**config.mk**
```make
export PLATFORM = sky130hd
export DESIGN_NAME = reg_bank_sb
export DESIGN_NICKNAME = d
export VERILOG_FILES = /design/src/rtl/reg_bank_pkg.sv /design/src/rtl/reg_bank_rdport.sv /design/src/rtl/reg_bank_sb.sv
export SDC_FILE = /design/constraint.sdc
export NUM_CORES = 1
export LEC_CHECK = 0
export CAP_MARGIN = 20
export CORE_ASPECT_RATIO = 0.75
export CORE_MARGIN = 2
export CORE_UTILIZATION = 35
export DETAILED_ROUTE_END_ITERATION = 16
export GPL_ROUTABILITY_DRIVEN = 0
export GPL_TIMING_DRIVEN = 0
export PLACE_DENSITY_LB_ADDON = 0.12
export SLEW_MARGIN = 30
export SYNTH_ARGS = -nofsm -noshare
export SYNTH_HDL_FRONTEND = slang
export SYNTH_SLANG_ARGS = --single-unit
```
**constraint.sdc**
```tcl
create_clock -name clock -period 1.8 [get_ports clock]
set_input_delay 0.27 -clock clock [delete_from_list [all_inputs] [get_ports clock]]
set_output_delay 0.27 -clock clock [all_outputs]
set_load 0.05 [all_outputs]
```
**src/rtl/reg_bank_pkg.sv**
```systemverilog
// Shared constants for the scoreboard register bank: default parameters and FSM encoding.
package reg_bank_pkg;
  localparam int DEF_WIDTH   = 8;
  localparam int DEF_NREGS   = 4;
  localparam int DEF_R0_ZERO = 0;

  localparam logic [0:0] ST_CLEAR = 1'b0;
  localparam logic [0:0] ST_RUN   = 1'b1;
endpackage

```
**src/rtl/reg_bank_rdport.sv**
```systemverilog
// One registered read port with write/reserve bypass; output shows post-edge bank contents.
module reg_bank_rdport
  import reg_bank_pkg::*;
#(
  parameter int WIDTH   = DEF_WIDTH,
  parameter int NREGS   = DEF_NREGS,
  parameter int R0_ZERO = DEF_R0_ZERO,
  parameter int AW      = $clog2(DEF_NREGS)
) (
  input  logic                        clock,
  input  logic                        reset,
  input  logic                        zero,
  input  logic [AW-1:0]               addr,
  input  logic [NREGS-1:0][WIDTH-1:0] regs,
  input  logic [NREGS-1:0]            pend,
  input  logic                        we,
  input  logic [AW-1:0]               wr_addr,
  input  logic [WIDTH-1:0]            wr_data,
  input  logic                        rv,
  input  logic [AW-1:0]               rsv_addr,
  output logic [WIDTH-1:0]            rd_data,
  output logic                        rd_pend
);
  logic [WIDTH-1:0] data_nx;
  logic             pend_nx;

  // Addresses with no backing register fall through the loop and read as zero.
  always_comb begin
    data_nx = '0;
    pend_nx = 1'b0;
    for (int i = 0; i < NREGS; i++) begin
      if (addr == AW'(i)) begin
        data_nx = regs[i];
        pend_nx = pend[i];
      end
    end
    if (we && (wr_addr == addr)) begin
      data_nx = wr_data;
      pend_nx = 1'b0;
    end
    if (rv && (rsv_addr == addr)) pend_nx = 1'b1;
    if ((R0_ZERO != 0) && (addr == '0)) begin
      data_nx = '0;
      pend_nx = 1'b0;
    end
  end

  always_ff @(posedge clock) begin
    if (reset || zero) begin
      rd_data <= '0;
      rd_pend <= 1'b0;
    end else begin
      rd_data <= data_nx;
      rd_pend <= pend_nx;
    end
  end
endmodule

```
**src/rtl/reg_bank_sb.sv**
```systemverilog
// Register bank with per-register pending (scoreboard) bits and a sequential clear sweep.
// ready=1 means every input sampled at the next edge is acted on; while ready=0 writes/reserves are dropped.
module reg_bank_sb
  import reg_bank_pkg::*;
#(
  parameter int WIDTH   = DEF_WIDTH,
  parameter int NREGS   = DEF_NREGS,
  parameter int R0_ZERO = DEF_R0_ZERO,
  localparam int AW     = $clog2(NREGS)
) (
  input  logic             clock,
  input  logic             reset,
  input  logic             wr_en,
  input  logic [AW-1:0]    wr_addr,
  input  logic [WIDTH-1:0] wr_data,
  input  logic             rsv_en,
  input  logic [AW-1:0]    rsv_addr,
  input  logic [AW-1:0]    rs_addr,
  input  logic [AW-1:0]    rt_addr,
  output logic [WIDTH-1:0] rs_data,
  output logic [WIDTH-1:0] rt_data,
  output logic             rs_pend,
  output logic             rt_pend,
  input  logic             clr_req,
  output logic             ready,
  output logic [0:0]       state_dbg
);
  logic [0:0]                  state;
  logic [AW-1:0]               idx;
  logic [NREGS-1:0][WIDTH-1:0] regs;
  logic [NREGS-1:0]            pend;
  logic                        run, we, rv, rd_zero;

  function automatic logic addr_ok(input logic [AW-1:0] a);
    return (int'(a) < NREGS) && !((R0_ZERO != 0) && (a == '0));
  endfunction

  assign run       = (state == ST_RUN);
  assign ready     = run;
  assign state_dbg = state;
  assign we        = run && wr_en && addr_ok(wr_addr);
  assign rv        = run && rsv_en && addr_ok(rsv_addr);
  // Reads go quiet on any edge whose next state is CLEAR (or that is still sweeping).
  assign rd_zero   = !run || clr_req;

  always_ff @(posedge clock) begin
    if (reset) begin
      state <= ST_CLEAR;
      idx   <= '0;
    end else if (!run) begin
      for (int i = 0; i < NREGS; i++) begin
        if (idx == AW'(i)) begin
          regs[i] <= '0;
          pend[i] <= 1'b0;
        end
      end
      if (int'(idx) == NREGS - 1) begin
        state <= ST_RUN;
        idx   <= '0;
      end else begin
        idx <= idx + AW'(1);
      end
    end else begin
      if (clr_req) begin
        state <= ST_CLEAR;
        idx   <= '0;
      end
      // Reserve is applied after write so a same-cycle write+reserve leaves pend set.
      for (int i = 0; i < NREGS; i++) begin
        if (we && (wr_addr == AW'(i))) begin
          regs[i] <= wr_data;
          pend[i] <= 1'b0;
        end
        if (rv && (rsv_addr == AW'(i))) pend[i] <= 1'b1;
      end
    end
  end

  reg_bank_rdport #(.WIDTH(WIDTH), .NREGS(NREGS), .R0_ZERO(R0_ZERO), .AW(AW)) u_rs (
    .clock(clock), .reset(reset), .zero(rd_zero), .addr(rs_addr), .regs(regs), .pend(pend),
    .we(we), .wr_addr(wr_addr), .wr_data(wr_data), .rv(rv), .rsv_addr(rsv_addr),
    .rd_data(rs_data), .rd_pend(rs_pend)
  );

  reg_bank_rdport #(.WIDTH(WIDTH), .NREGS(NREGS), .R0_ZERO(R0_ZERO), .AW(AW)) u_rt (
    .clock(clock), .reset(reset), .zero(rd_zero), .addr(rt_addr), .regs(regs), .pend(pend),
    .we(we), .wr_addr(wr_addr), .wr_data(wr_data), .rv(rv), .rsv_addr(rsv_addr),
    .rd_data(rt_data), .rd_pend(rt_pend)
  );
endmodule

```
**Word-level counts from Yosys, hierarchy flattened**

Index checks and enable logic that the tools add are counted.

- Flip-flop bits (word level): 57
- Bits in latches: 0
- Memory bits (writable): 0
- Memory bits (read-only): 0
- Input port bits: 21
- Output and inout bits: 20
- Logic and storage cells: 129
- Memories kept: 0

- Add/subtract/negate cells: 1
- Multipliers: 0
- Divide/modulo/power cells: 0
- Magnitude comparators: 0
- Eq/ne operators: 29
- Shift-type cells: 0
- Muxes and demuxes: 50
- Bitwise operators: 1
- Reductions and logical operators: 34

Operators with widths:

| operator | number |
|---|---|
| $mux 8 | 18 |
| $mux 32 | 1 |
| $mux 1 | 27 |
| $reduce_and 3->1 | 8 |
| $eq 2x2->1 const B | 10 |
| $logic_and 1x1->1 | 14 |
| $eq 2x1->1 const B | 6 |
| $ne 3x1->1 const B | 4 |
| $logic_not 2->1 | 5 |
| $eq 2x2->1 | 4 |
| $ne 2x1->1 const B | 4 |
| $reduce_bool 2->1 | 4 |
| $mux 2 | 3 |
| $mux 4 | 1 |
| $add 2x1->2 const B | 1 |
| $logic_or 1x1->1 | 2 |
| $ne 2x2->1 const B | 1 |
| $logic_not 1->1 | 1 |
| $not 1->1 | 1 |

**Longest topological paths before layout**

Gate-level depths: netlist of run 1.

- Word-level depth: 7
- Depth in mapped cells: 6

**By module**

A second synthesis of run 1 with hierarchy kept.

- Cell total of the unflattened synthesis: 209
- Area total of the unflattened synthesis: 2921.6 sq um

By module, submodules not included:

| module | instances | cells an instance | area an instance (sq um) | sequential area each (sq um) |
|---|---|---|---|---|
| reg_bank_sb | 1 | 95 | 1510.2 | 1141.1 |
| reg_bank_rdport | 2 | 57 | 705.7 | 180.2 |

**Least setup slack after synthesis of run 1**

Ideal clock, no wire load.

- Kind: register to register
- Start: register state, in the netlist ready
- End: register regs[10] in the netlist's numbering, enable pin
- Library setup time: 0.375 ns
- Data arrival time: 1.747 ns
- Required time: 1.425 ns
- Path slack: -0.322 ns
- Stages on the path, launching flop included: 5
- Path buffers: 1
- Period minus slack after synthesis: 2.122 ns
- Path through: dfxtp_1 > buf_6 > inv_2 > or3_1 > a21oi_1

- Word-level cells in the longest chain between the ends: 4
- Elaborated cells between the ends (all ways): 5

RTL lines:

| item | RTL line | source |
|---|---|---|
| start: declaration | reg_bank_sb.sv:28 | `logic [0:0] state;` |
| start signal: assignment | reg_bank_sb.sv:48 | `state <= ST_CLEAR;` |
| start signal: assignment | reg_bank_sb.sv:58 | `state <= ST_RUN;` |
| start signal: assignment | reg_bank_sb.sv:65 | `state <= ST_CLEAR;` |
| $logic_and 1x1->1 | reg_bank_sb.sv:41 | `assign we = run && wr_en && addr_ok(wr_addr);` |
| $logic_and 1x1->1 | reg_bank_sb.sv:70 | `if (we && (wr_addr == AW'(i))) begin` |
| $ne 2x1->1 (no source line) | n/a |  |
| $reduce_and 3->1 (no source line) * | n/a |  |
| end signal: indexed assignment | reg_bank_sb.sv:71 | `regs[i] <= wr_data;` |
| end: declaration | reg_bank_sb.sv:30 | `logic [NREGS-1:0][WIDTH-1:0] regs;` |

Mark *: on every way between the ends. The rest lies on a longest branch, timed or not.
A chain may end at the register's enable or synchronous reset.

**Worst setup path after layout of run 1**

- Start: register u_rt.rd_data[5]
- End: output rt_data[5]

RTL lines:

| item | RTL line | source |
|---|---|---|
| start: declaration | reg_bank_rdport.sv:21 | `output logic [WIDTH-1:0] rd_data,` |
| start signal: assignment | reg_bank_rdport.sv:53 | `rd_data <= data_nx;` |
| end: declaration | reg_bank_sb.sv:21 | `output logic [WIDTH-1:0] rt_data,` |

No word-level cell between the ends.

==> impl_metrics.py, run 1 <==
metrics = {
    "setup_path": {
        "crit_type": "register to primary output",
        "timing.reg2reg.worst_path_depth": 4,
        "cpPeakStageDelay_ps": 790,
        "critical_path.endpoint_type": "primary output",
        "worst_ep_required_time_ps": 1530,
        "critPathSlowestCell": "clkdlybuf4s50_1",
        "crit_path_start_kind": "register",
        "cp_num_buf_inv": 1,
        "reg2reg_to": "regs[18]$_SDFFCE_PN0P_",
        "worstSetupPathDepth": 1,
        "reg2reg_from": "ready$_SDFF_PP0_",
        "arrival_ps": 1450,
        "crit_path_cell_trace": "clkdlybuf4s50_1",
        "worst-r2r-setup-slack_ps": 110,
        "critPathMaxFanout": 1,
        "worst_path_dominant_cell_family": "buffers and inverters",
    },
    "clock_tree": {
        "htree_levels": 3,
        "clk_pin_slew_worst_paths_ps": 70,
        "cts_made_buffers": 9,
        "cts_tree": "done",
        "insertion_delay_to_the_later_sink_of_the_worst_skew_pair_ps": 340,
        "post_cts_hold_buffer_count": 0,
        "clock_tree.buffer_depth": 2,
        "clock_tree.root_cell": "clkbuf_8",
        "numClockSinks": 57,
    },
    "yosys": {
        "xor_xnor_fraction_of_synth_area_pct": 6.12,
        "mean_post_synth_cell_area_sq_um": 14.2,
        "yosysTopAreaCell": "edfxtp_1",
        "synth-seq-cells": 57,
        "synth_top_area_share_pct": 36.7,
        "dominant_combinational_cell_family_by_area_after_synthesis": "multiplexers",
        "synthMuxAreaShare_pct": 14.6,
        "seq_area_frac_synth_pct": 51.0,
        "mappedNetlistArea_sq_mm": 0.00295,
        "postSynthNetCount": 233,
        "synth-compound-area-share_pct": 10.1,
        "syn-instance-count": 208,
        "synth_adder_area_share_pct": 1.70,
        "yosys-top-cells-area": "edfxtp_1 37%, dfxtp_1 14%, mux4_2 11%",
        "yosysWarningCount": 0,
        "synth.lib_cells_used.distinct": 43,
        "post_synth_simple_gate_area_pct": 10.4,
    },
    "worst_hold_path": {
        "hp-class": "input pin to register",
        "min_delay_path_depth": 2,
        "timing.hold.worst.start": "reset",
        "whs_endpoint": "idx[1]$_SDFFE_PP0P_",
    },
    "layout": {
        "drive_above_1_share_pct": 22.9,
        "final_cell_area_sq_mm": 0.00371,
        "area.growth.synth_to_final_pct": 25.9,
        "nNetsFinal": 282,
        "antenna_cells": 0,
        "layout.core_utilization_pct": 46.2,
        "layout.cells.non_filler": 367,
    },
    "power_and_ir_drop": {
        "pwr-share-comb_pct": 14.8,
        "intPower_uw": 2420,
        "fraction_of_power_consumed_by_the_clock_network_pct": 39.4,
        "power.static_leakage_uw": 0.00128,
        "power_density_mw_per_mm2": 866,
        "netSwitchingPower_uw": 794,
        "power.total_uw": 3210,
        "seq_power_share_pct": 45.8,
        "swShare_pct": 24.7,
        "worst_ir_drop_vdd_mv": 0.529,
    },
    "placed_design": {
        "post_dp_cell_area_sq_mm": 0.00346,
        "place.detailed.instances": 350,
        "post-dp-hpwl_um": 5070,
        "port_buffers": 37,
    },
    "route": {
        "detail_route.drc_violations": 0,
        "final_antenna_net_count": 0,
        "total_number_of_vias": 1985,
        "initialDrtViolationCount": 152,
        "drt-wirelength-per-cell_um": 20.2,
        "post_drt_via_cell_ratio": 5.41,
        "first_pass_drt_iterations": 4,
        "finalWirelength_um": 7400,
    },
    "timing": {
        "final_max_slew_viol_count": 0,
        "period_minus_slack_ps": 1720,
        "grt_setup_unrepaired": "false",
        "tightestPinTransition_ps": 746,
        "final-hold-violation-count": 0,
        "post-route-period-util_pct": 95.8,
        "finalClockSkew_ps": 8.74,
        "finalSetupViolCount": 0,
        "relative_slew_margins_pct": 49.9,
        "achievable-frequency_ghz": 0.580,
    },
    "floorplanning": {
        "floorplan.core_area_sq_mm": 0.00802,
        "die_area_sq_mm": 0.00917,
        "die_wd_um": 110,
        "placementRows": 28,
        "initial_utilization_pct": 36.7,
        "chipHeight_um": 83.4,
        "ioPinCount": 41,
    },
    "run_status": {
        "status": "completed",
    },
    "global_route": {
        "grtUsageTotal_pct": 17.3,
        "overflow": 0,
        "antenna_found_initial": 0,
        "grt_pass1_vias": 1958,
        "pin_count_of_the_biggest_net_entering_global_routing": 11,
        "grt_pass1_wl_um": 11300,
    },
    "flow_run": {
        "drv.max_cap_violation_count": 0,
    },
}
==> synthesized netlist by cell type, drive strengths merged <==
cell type / n
nand2b: 3
and3: 1
mux4: 18
o21ai: 1
a21oi: 24
and2: 10
and4bb: 1
nand3: 2
dfxtp: 21
a211oi: 1
inv: 5
and3b: 1
nand4: 17
ha: 4
a21o: 1
xnor2: 8
or3: 2
nand3b: 1
o211a: 1
nor3b: 1
clkbuf: 3
mux2i: 1
and4b: 1
dlymetal6s2s: 1
o31ai: 18
edfxtp: 36
o221a: 1
buf: 11
nand2: 5
nor2: 4
xor2: 4
==> cells by family (layout without fill, tap and decap cells) <==
logic type	count (synthesis)	in the layout
buffers and inverters	20	74
adder cells (fa/ha/maj)	4	4
multiplexers	19	19
AO/OA/AOI/OAI	47	47
XOR/XNOR	12	12
flip-flops	57	57
AND/OR/NAND/NOR	49	49
==> state kept, by name (all words and copies together) (netlist names) <==
name,flops
u_rt.rd_data,8
u_rs.rd_pend,1
idx,2
u_rt.rd_pend,1
regs,32
u_rs.rd_data,8
ready,1
pend,4
==> power by group through the flow <==
stage | logic, uW | registers, uW | clock network, uW
2_1_floorplan | 289 | 1510 | 0
3_5_place_dp | 459 | 1500 | 0
6_report | 475 | 1470 | 1260
3_3_place_gp | 455 | 1500 | 0
4_1_cts | 466 | 1470 | 1290
5_1_grt | 508 | 1480 | 1350
==> per-layer routing <==
layer / global-route usage [%] / vias up / share of wire (%)
li1: - / 926 / -
met1: 25.7 / 977 / 48
met2: 24.4 / 70 / 46
met3: 4.95 / 12 / 5.8
met4: 4.49 / 0 / 0.92
met5: 0 / - / 0
==> cells in the final DEF, fill, tap and decap left out, types with 4 or more instances in the layout <==
cell type        netlist  final
xnor2_1                5      5
mux4_1                 4      4
nand4_1               17     17
clkbuf_8               1     10
nand2_1                4      4
ha_1                   4      4
mux4_2                14     14
clkdlybuf4s50_1        0     35
dfxtp_1               21     20
o31ai_1               18     18
a21oi_1               24     22
and2_1                10     10
edfxtp_1              36     36
buf_2                  5      5
==> worst max path at each step <==
| stage | from | endpoint | slack [ps] |
|---|---|---|---|
| after floorplan | ready$_SDFF_PP0_ | regs[10]$_SDFFCE_PN0P_ | 30 |
| after global placement | wr_en | regs[3]$_SDFFCE_PN0P_ | -650 |
| after detailed placement | wr_en | regs[11]$_SDFFCE_PN0P_ | -420 |
| after CTS | ready$_SDFF_PP0_ | regs[10]$_SDFFCE_PN0P_ | 30 |
| after global routing | u_rs.rd_data[7]$_SDFF_PP0_ | rs_data[7] | 20 |
| final | u_rt.rd_data[5]$_SDFF_PP0_ | rt_data[5] | 80 |
==> per-stage QoR <==
step / hold slack, ps / setup TNS (ps) / setup WS, ps
2_1_floorplan: 417 / 0 / 33.4
3_3_place_gp: 553 / -20760 / -646
3_5_place_dp: 581 / -12260 / -419
4_1_cts: 258 / 0 / 25.5
5_1_grt: 315 / 0 / 21.3
6_report: 299 / 0 / 75.1
==> repair_timing <==
action                                 CTS  global route
setup endpoints to repair               18             9
pin swaps                                0             1
setup buffers                            0             1
resized for setup                        5             1
endpoints found under the hold margin    0             0
==> area by class of cell <==
type / count / area (sq um)
Buffer: 15 / 163
Sequential cell: 57 / 1500
Multi-Input combinational cell: 131 / 1300
Tap cell: 105 / 131
Inverter: 5 / 18.8
Clock buffer: 9 / 124
Fill cell: 710 / 4310
Timing Repair Buffer: 38 / 388
Clock inverter: 7 / 85.1
(Power assumes the default switching activity.)
==> run 2, diff against run 1 <==
==> constraint.sdc (replaced) <==
create_clock -name clock -period 1.4 [get_ports clock]
set_input_delay 0.21 -clock clock [delete_from_list [all_inputs] [get_ports clock]]
set_output_delay 0.21 -clock clock [all_outputs]
set_load 0.05 [all_outputs]
==> run 2 against run 1 <==
- the run now ends with negative setup slack left
- worst hold slack worse by 41 ps
- register-to-register slack worse by 230 ps
- clock skew barely moved
- sequential cell count stayed put
- cell count up 4.9%
- first-iteration DRC count shrank 26%
- utilization rose by 5.5 points
- total power rose by 23%
- critical path type is now register to register
- critical endpoint is now regs[15]$_SDFFCE_PN0P_
- largest cell class is now multi-input combinational cells
==> impl_metrics.py, run 2 (synthesis results as in run 1) <==
metrics = {
    "clock_tree": {
        "htree_levels": 3,
        "numClockSinks": 57,
        "insertion_delay_to_the_later_sink_of_the_worst_skew_pair_ps": 340,
        "clock_tree.buffer_depth": 2,
        "clk_pin_slew_worst_paths_ps": 60,
        "cts_tree": "done",
        "clock_tree.root_cell": "clkbuf_8",
        "cts_made_buffers": 9,
    },
    "floorplanning": {
        "die_wd_um": 110,
        "floorplan.core_area_sq_mm": 0.00802,
        "ioPinCount": 41,
        "chipHeight_um": 83.4,
        "die_area_sq_mm": 0.00917,
        "placementRows": 28,
        "initial_utilization_pct": 36.7,
    },
    "setup_path": {
        "crit_path_cell_trace": "buf_8 -> inv_8 -> or3_4 -> a21oi_4 -> buf_12",
        "cpPeakStageDelay_ps": 370,
        "worst_ep_required_time_ps": 1450,
        "crit_type": "register to register",
        "critical_path.endpoint_type": "register",
        "worstSetupPathDepth": 5,
        "timing.reg2reg.worst_path_depth": 5,
        "worst-r2r-setup-slack_ps": -120,
        "critPathMaxFanout": 6,
        "worst_path_dominant_cell_family": "simple AND/OR/NAND/NOR gates",
        "arrival_ps": 1570,
        "crit_path_start_kind": "register",
        "critPathSlowestCell": "or3_4",
        "cp_num_buf_inv": 3,
    },
    "route": {
        "final_antenna_net_count": 0,
        "post_drt_via_cell_ratio": 5.42,
        "drt-wirelength-per-cell_um": 19.8,
        "detail_route.drc_violations": 0,
        "total_number_of_vias": 2085,
        "first_pass_drt_iterations": 4,
        "finalWirelength_um": 7610,
        "initialDrtViolationCount": 112,
    },
    "timing": {
        "finalSetupViolCount": 17,
        "finalWorstSetupSlack_ps": -123,
        "achievable-frequency_ghz": 0.657,
        "relative_slew_margins_pct": 64.8,
        "post-route-period-util_pct": 109,
        "period_minus_slack_ps": 1520,
        "grt_setup_unrepaired": "true",
        "tightestPinTransition_ps": 526,
        "finalClockSkew_ps": 8.59,
        "final-hold-violation-count": 0,
        "final_max_slew_viol_count": 0,
    },
    "global_route": {
        "overflow": 0,
        "grt_pass1_vias": 2047,
        "grt_pass1_wl_um": 11400,
        "antenna_found_initial": 0,
        "pin_count_of_the_biggest_net_entering_global_routing": 11,
        "grtUsageTotal_pct": 17.4,
    },
    "placed_design": {
        "place.detailed.instances": 350,
        "place_ws_ps": -636,
        "post-dp-hpwl_um": 5090,
        "port_buffers": 37,
    },
    "layout": {
        "nNetsFinal": 301,
        "max_flop_register": "regs",
        "layout.core_utilization_pct": 51.7,
        "layout_common_cells": "36 x edfxtp_1, 19 x dfxtp_1, 17 x nand4_1",
        "largestRegisters": "regs x32, u_rs.rd_data x8, u_rt.rd_data x8",
        "drive_above_1_share_pct": 36.8,
        "largest_register_ffs": 32,
        "area.growth.synth_to_final_pct": 40.9,
        "layout.cells.non_filler": 385,
        "antenna_cells": 0,
        "num-fill-cells": 677,
        "layout.cells.most_common": "edfxtp_1",
    },
    "run_status": {
        "status": "finished with violations",
        "failing_checks": "negative setup slack",
    },
    "power_and_ir_drop": {
        "swShare_pct": 26.3,
        "power.static_leakage_uw": 0.00150,
        "fraction_of_power_consumed_by_the_clock_network_pct": 32.1,
        "seq_power_share_pct": 48.0,
        "worst_ir_drop_vdd_mv": 0.431,
        "intPower_uw": 2910,
        "power_density_mw_per_mm2": 950,
        "pwr-share-comb_pct": 19.9,
        "netSwitchingPower_uw": 1040,
    },
    "worst_hold_path": {
        "min_delay_path_depth": 2,
        "hp-class": "input pin to register",
    },
    "flow_run": {
        "drv.max_cap_violation_count": 0,
    },
}
==> run 2: cell types whose count changed in the layout (fill, tap and decap cells not counted), moves of 7 or more <==
cell	change
o31ai_1	-9
buf_4	+10
clkdlybuf4s50_1	-23
clkdlybuf4s15_1	+11
buf_6	+7
dlygate4sd2_1	+7
==> run 2: repair_timing <==
item / CTS / global route
endpoints found under the setup margin: 93 / 55
buffers inserted: 16 / 3
gates cloned: 0 / 2
resized for setup: 53 / 55
hold buffers: 0 / 0
endpoints found under the hold margin: 0 / 0
pin swaps: 5 / 9
==> run 2: per-layer routing <==
layer | routed length [um] | up-vias | global-route usage [%]
met3 | 567 | 6 | 4.47
met5 | 0 | - | 0
met1 | 3460 | 1031 | 24.8
met4 | 53 | 0 | 4.95
li1 | - | 967 | -
met2 | 3530 | 81 | 26.0
==> run 2: stage by stage <==
stage	setup TNS [ps]	power (uW)	instance area (sq um)	hold slack [ps]
floorplan	-2600	2320	2980	357
global placement	-26710	2510	3490	554
detailed placement	-26430	2520	3490	573
CTS	-1520	3890	3890	250
global route	-2400	4110	4150	284
finish	-1790	3940	4150	258
==> run 2: area by class of cell <==
| class | instances | area, sq um | share of cell area (%) |
|---|---|---|---|
| flip-flops and latches | 57 | 1510 | 36.3 |
| repair buffers | 58 | 611 | 14.7 |
| well taps | 105 | 131 | 3.17 |
| clock inverters | 2 | 8.76 | 0.211 |
| inverters | 5 | 26.3 | 0.633 |
| clock buffers | 13 | 149 | 3.59 |
| multi-input cells | 131 | 1510 | 36.4 |
| plain buffers | 14 | 208 | 5.00 |
==> run 2: final timing paths <==
check / startpoint / end
max reg2reg: ready$_SDFF_PP0_ / regs[15]$_SDFFCE_PN0P_
max: ready$_SDFF_PP0_ / regs[15]$_SDFFCE_PN0P_
min: reset / idx[1]$_SDFFE_PP0P_
min reg2reg: idx[0]$_SDFFE_PP0P_ / idx[0]$_SDFFE_PP0P_
==> run 2: power groups by stage <==
stage               Clock [uW]  Sequential [uW]  Combinational [uW]
floorplan                    0             1940                 382
CTS                       1310             1890                 694
global placement             0             1930                 586
detailed placement           0             1930                 588
global route              1380             1900                 833
finish                    1260             1890                 785
==> run 3, diff against run 2 <==
--- a/config.mk
+++ b/config.mk
@@ -8,7 +8,7 @@
 export CAP_MARGIN = 20
 export CORE_ASPECT_RATIO = 0.75
 export CORE_MARGIN = 2
-export CORE_UTILIZATION = 35
+export CORE_UTILIZATION = 49
 export DETAILED_ROUTE_END_ITERATION = 16
 export GPL_ROUTABILITY_DRIVEN = 0
 export GPL_TIMING_DRIVEN = 0
==> run 3 against run 2 <==
- the flow still finishes with violations (negative setup slack)
- critical path depth stayed put
- non-clock buffer count is 3 lower
- sequential cell count unchanged
- routed wire length rose by 1.2%
- sequential power barely moved
- first-iteration DRC count is 97% higher
- fmax grew 2.3%
- cell count shrank 7.5%
- largest power group unchanged
==> impl_metrics.py, run 3 (synthesis results as in run 1) <==
metrics = {
    "run_status": {
        "status": "finished with violations",
        "failing_checks": "negative setup slack",
    },
    "layout": {
        "drive_above_1_share_pct": 39.2,
        "nNetsFinal": 298,
        "multiInputGateArea_sq_mm": 0.00155,
        "largestRegisters": "regs x32, u_rs.rd_data x8, u_rt.rd_data x8",
        "layout.cells.most_common": "edfxtp_1",
        "antenna_cells": 0,
        "num-fill-cells": 372,
        "final_cell_area_sq_mm": 0.00415,
        "area.growth.synth_to_final_pct": 40.8,
        "seq_area_sq_mm": 0.00151,
        "layout_common_cells": "36 x edfxtp_1, 19 x dfxtp_1, 17 x nand4_1",
        "max_flop_register": "regs",
        "layout.cells.non_filler": 356,
        "largest_register_ffs": 32,
    },
    "power_and_ir_drop": {
        "netSwitchingPower_uw": 1100,
        "fraction_of_power_consumed_by_the_clock_network_pct": 37.9,
        "swShare_pct": 25.3,
        "power.total_uw": 4330,
        "intPower_uw": 3230,
        "worst_ir_drop_vdd_mv": 0.660,
        "pwr-share-comb_pct": 18.4,
        "power.static_leakage_uw": 0.00152,
        "power_density_mw_per_mm2": 1040,
        "seq_power_share_pct": 43.8,
    },
    "clock_tree": {
        "cts_made_buffers": 9,
        "numClockSinks": 57,
        "htree_levels": 3,
        "clock_tree.root_cell": "clkbuf_8",
        "clock_tree.buffer_depth": 2,
        "post_cts_hold_buffer_count": 0,
        "cts_tree": "done",
        "insertion_delay_to_the_later_sink_of_the_worst_skew_pair_ps": 340,
        "clk_pin_slew_worst_paths_ps": 70,
    },
    "worst_hold_path": {
        "hp-class": "input pin to register",
    },
    "global_route": {
        "overflow": 0,
        "grt_pass1_vias": 2200,
        "antenna_found_initial": 0,
        "pin_count_of_the_biggest_net_entering_global_routing": 11,
        "grt_pass1_wl_um": 11700,
        "grtUsageTotal_pct": 24.2,
    },
    "floorplanning": {
        "die_wd_um": 93.5,
        "floorplan.core_area_sq_mm": 0.00580,
        "ioPinCount": 41,
        "die_area_sq_mm": 0.00665,
        "placementRows": 24,
        "initial_utilization_pct": 50.8,
        "chipHeight_um": 71.1,
    },
    "timing": {
        "finalWorstSetupSlack_ps": -88.9,
        "post-route-period-util_pct": 106,
        "setup-tns-final_ps": -558,
        "final-hold-violation-count": 0,
        "achievable-frequency_ghz": 0.672,
        "grt_setup_unrepaired": "true",
        "final_max_slew_viol_count": 0,
        "relative_slew_margins_pct": 60.0,
        "finalSetupViolCount": 14,
        "tightestPinTransition_ps": 599,
        "period_minus_slack_ps": 1490,
        "finalClockSkew_ps": 8.89,
    },
    "setup_path": {
        "crit_type": "register to register",
        "critPathSlowestCell": "dfxtp_4",
        "crit_path_cell_trace": "buf_8 -> buf_6 -> and4bb_1 -> nor2_1 -> a211oi_2",
        "critical_path.endpoint_type": "register",
        "cp_num_buf_inv": 2,
        "critPathMaxFanout": 6,
        "worst_ep_required_time_ps": 1440,
        "cpPeakStageDelay_ps": 370,
        "worst_path_dominant_cell_family": "flip-flops",
        "arrival_ps": 1520,
        "crit_path_start_kind": "register",
    },
    "route": {
        "top_layer_used": "met4",
        "initialDrtViolationCount": 221,
        "detailroute.wirelength.met3_um": 757,
        "finalWirelength_um": 7700,
        "first_pass_drt_iterations": 5,
        "detail_route.drc_violations": 0,
        "total_number_of_vias": 2147,
        "post_drt_via_cell_ratio": 6.03,
        "met2_wirelength_um": 3700,
        "final_antenna_net_count": 0,
        "met1_layer_wirelength_in_the_final_routing_um": 3130,
        "drt-wirelength-per-cell_um": 21.6,
    },
    "placed_design": {
        "post_dp_cell_area_sq_mm": 0.00345,
        "post-dp-hpwl_um": 4690,
        "place.detailed.instances": 323,
        "place_ws_ps": -687,
        "port_buffers": 37,
    },
    "flow_run": {
        "drv.max_cap_violation_count": 0,
    },
}
run 3: cell types whose count changed in the layout (fill, tap and decap cells not counted), moves of 2 or more:
cell / before / now
clkbuf_8: 10 / 14
o31ai_1: 9 / 6
clkbuf_1: 3 / 1
clkbuf_16: 3 / 1
o31ai_4: 6 / 8
buf_12: 9 / 6
run 3: power by group through the flow:
| stage | Sequential, uW | Combinational (uW) | Clock, uW |
|---|---|---|---|
| after floorplan | 1940 | 382 | 0 |
| after global placement | 1930 | 578 | 0 |
| after detailed placement | 1930 | 582 | 0 |
| after CTS | 1890 | 688 | 1660 |
| after global routing | 1900 | 840 | 1740 |
| final | 1890 | 795 | 1640 |
run 3: cell type report:
type / instances / share of cell area [%]
flip-flops and latches: 57 / 36.3
inverters: 5 / 0.634
clock buffers: 14 / 4.41
well taps: 78 / 2.35
repair buffers: 55 / 13.5
plain buffers: 14 / 4.53
clock inverters: 2 / 0.845
multi-input cells: 131 / 37.4
run 3: final timing paths:
kind / startpoint / endpoint / slack, ps / cells past startpoint
setup reg to reg: ready$_SDFF_PP0_ / pend[0]$_SDFFCE_PN0P_ / -90 / 5
hold reg to reg: idx[0]$_SDFFE_PP0P_ / idx[0]$_SDFFE_PP0P_ / 550 / 1
setup / recovery: ready$_SDFF_PP0_ / pend[0]$_SDFFCE_PN0P_ / -90 / 5
hold / removal: reset / idx[1]$_SDFFE_PP0P_ / 250 / 2
run 3: per-stage QoR:
step	hold WS, ps	util, %
finish	251	71.5
global route	270	71.5
CTS	225	67.9
detailed placement	561	59.6
global placement	555	59.6
floorplan	357	-
run 3: layer usage:
| layer | GRT usage, % | vias up |
|---|---|---|
| met5 | 0 | - |
| met1 | 32.0 | 1072 |
| met3 | 8.63 | 11 |
| met2 | 37.4 | 108 |
| li1 | - | 956 |
| met4 | 8.50 | 0 |
run 3: what timing repair did:
item	in CTS	in global routing
pin swaps	4	12
gates resized for setup	61	55
endpoints found under the setup margin	102	55
cloned	1	0
setup buffers	14	3
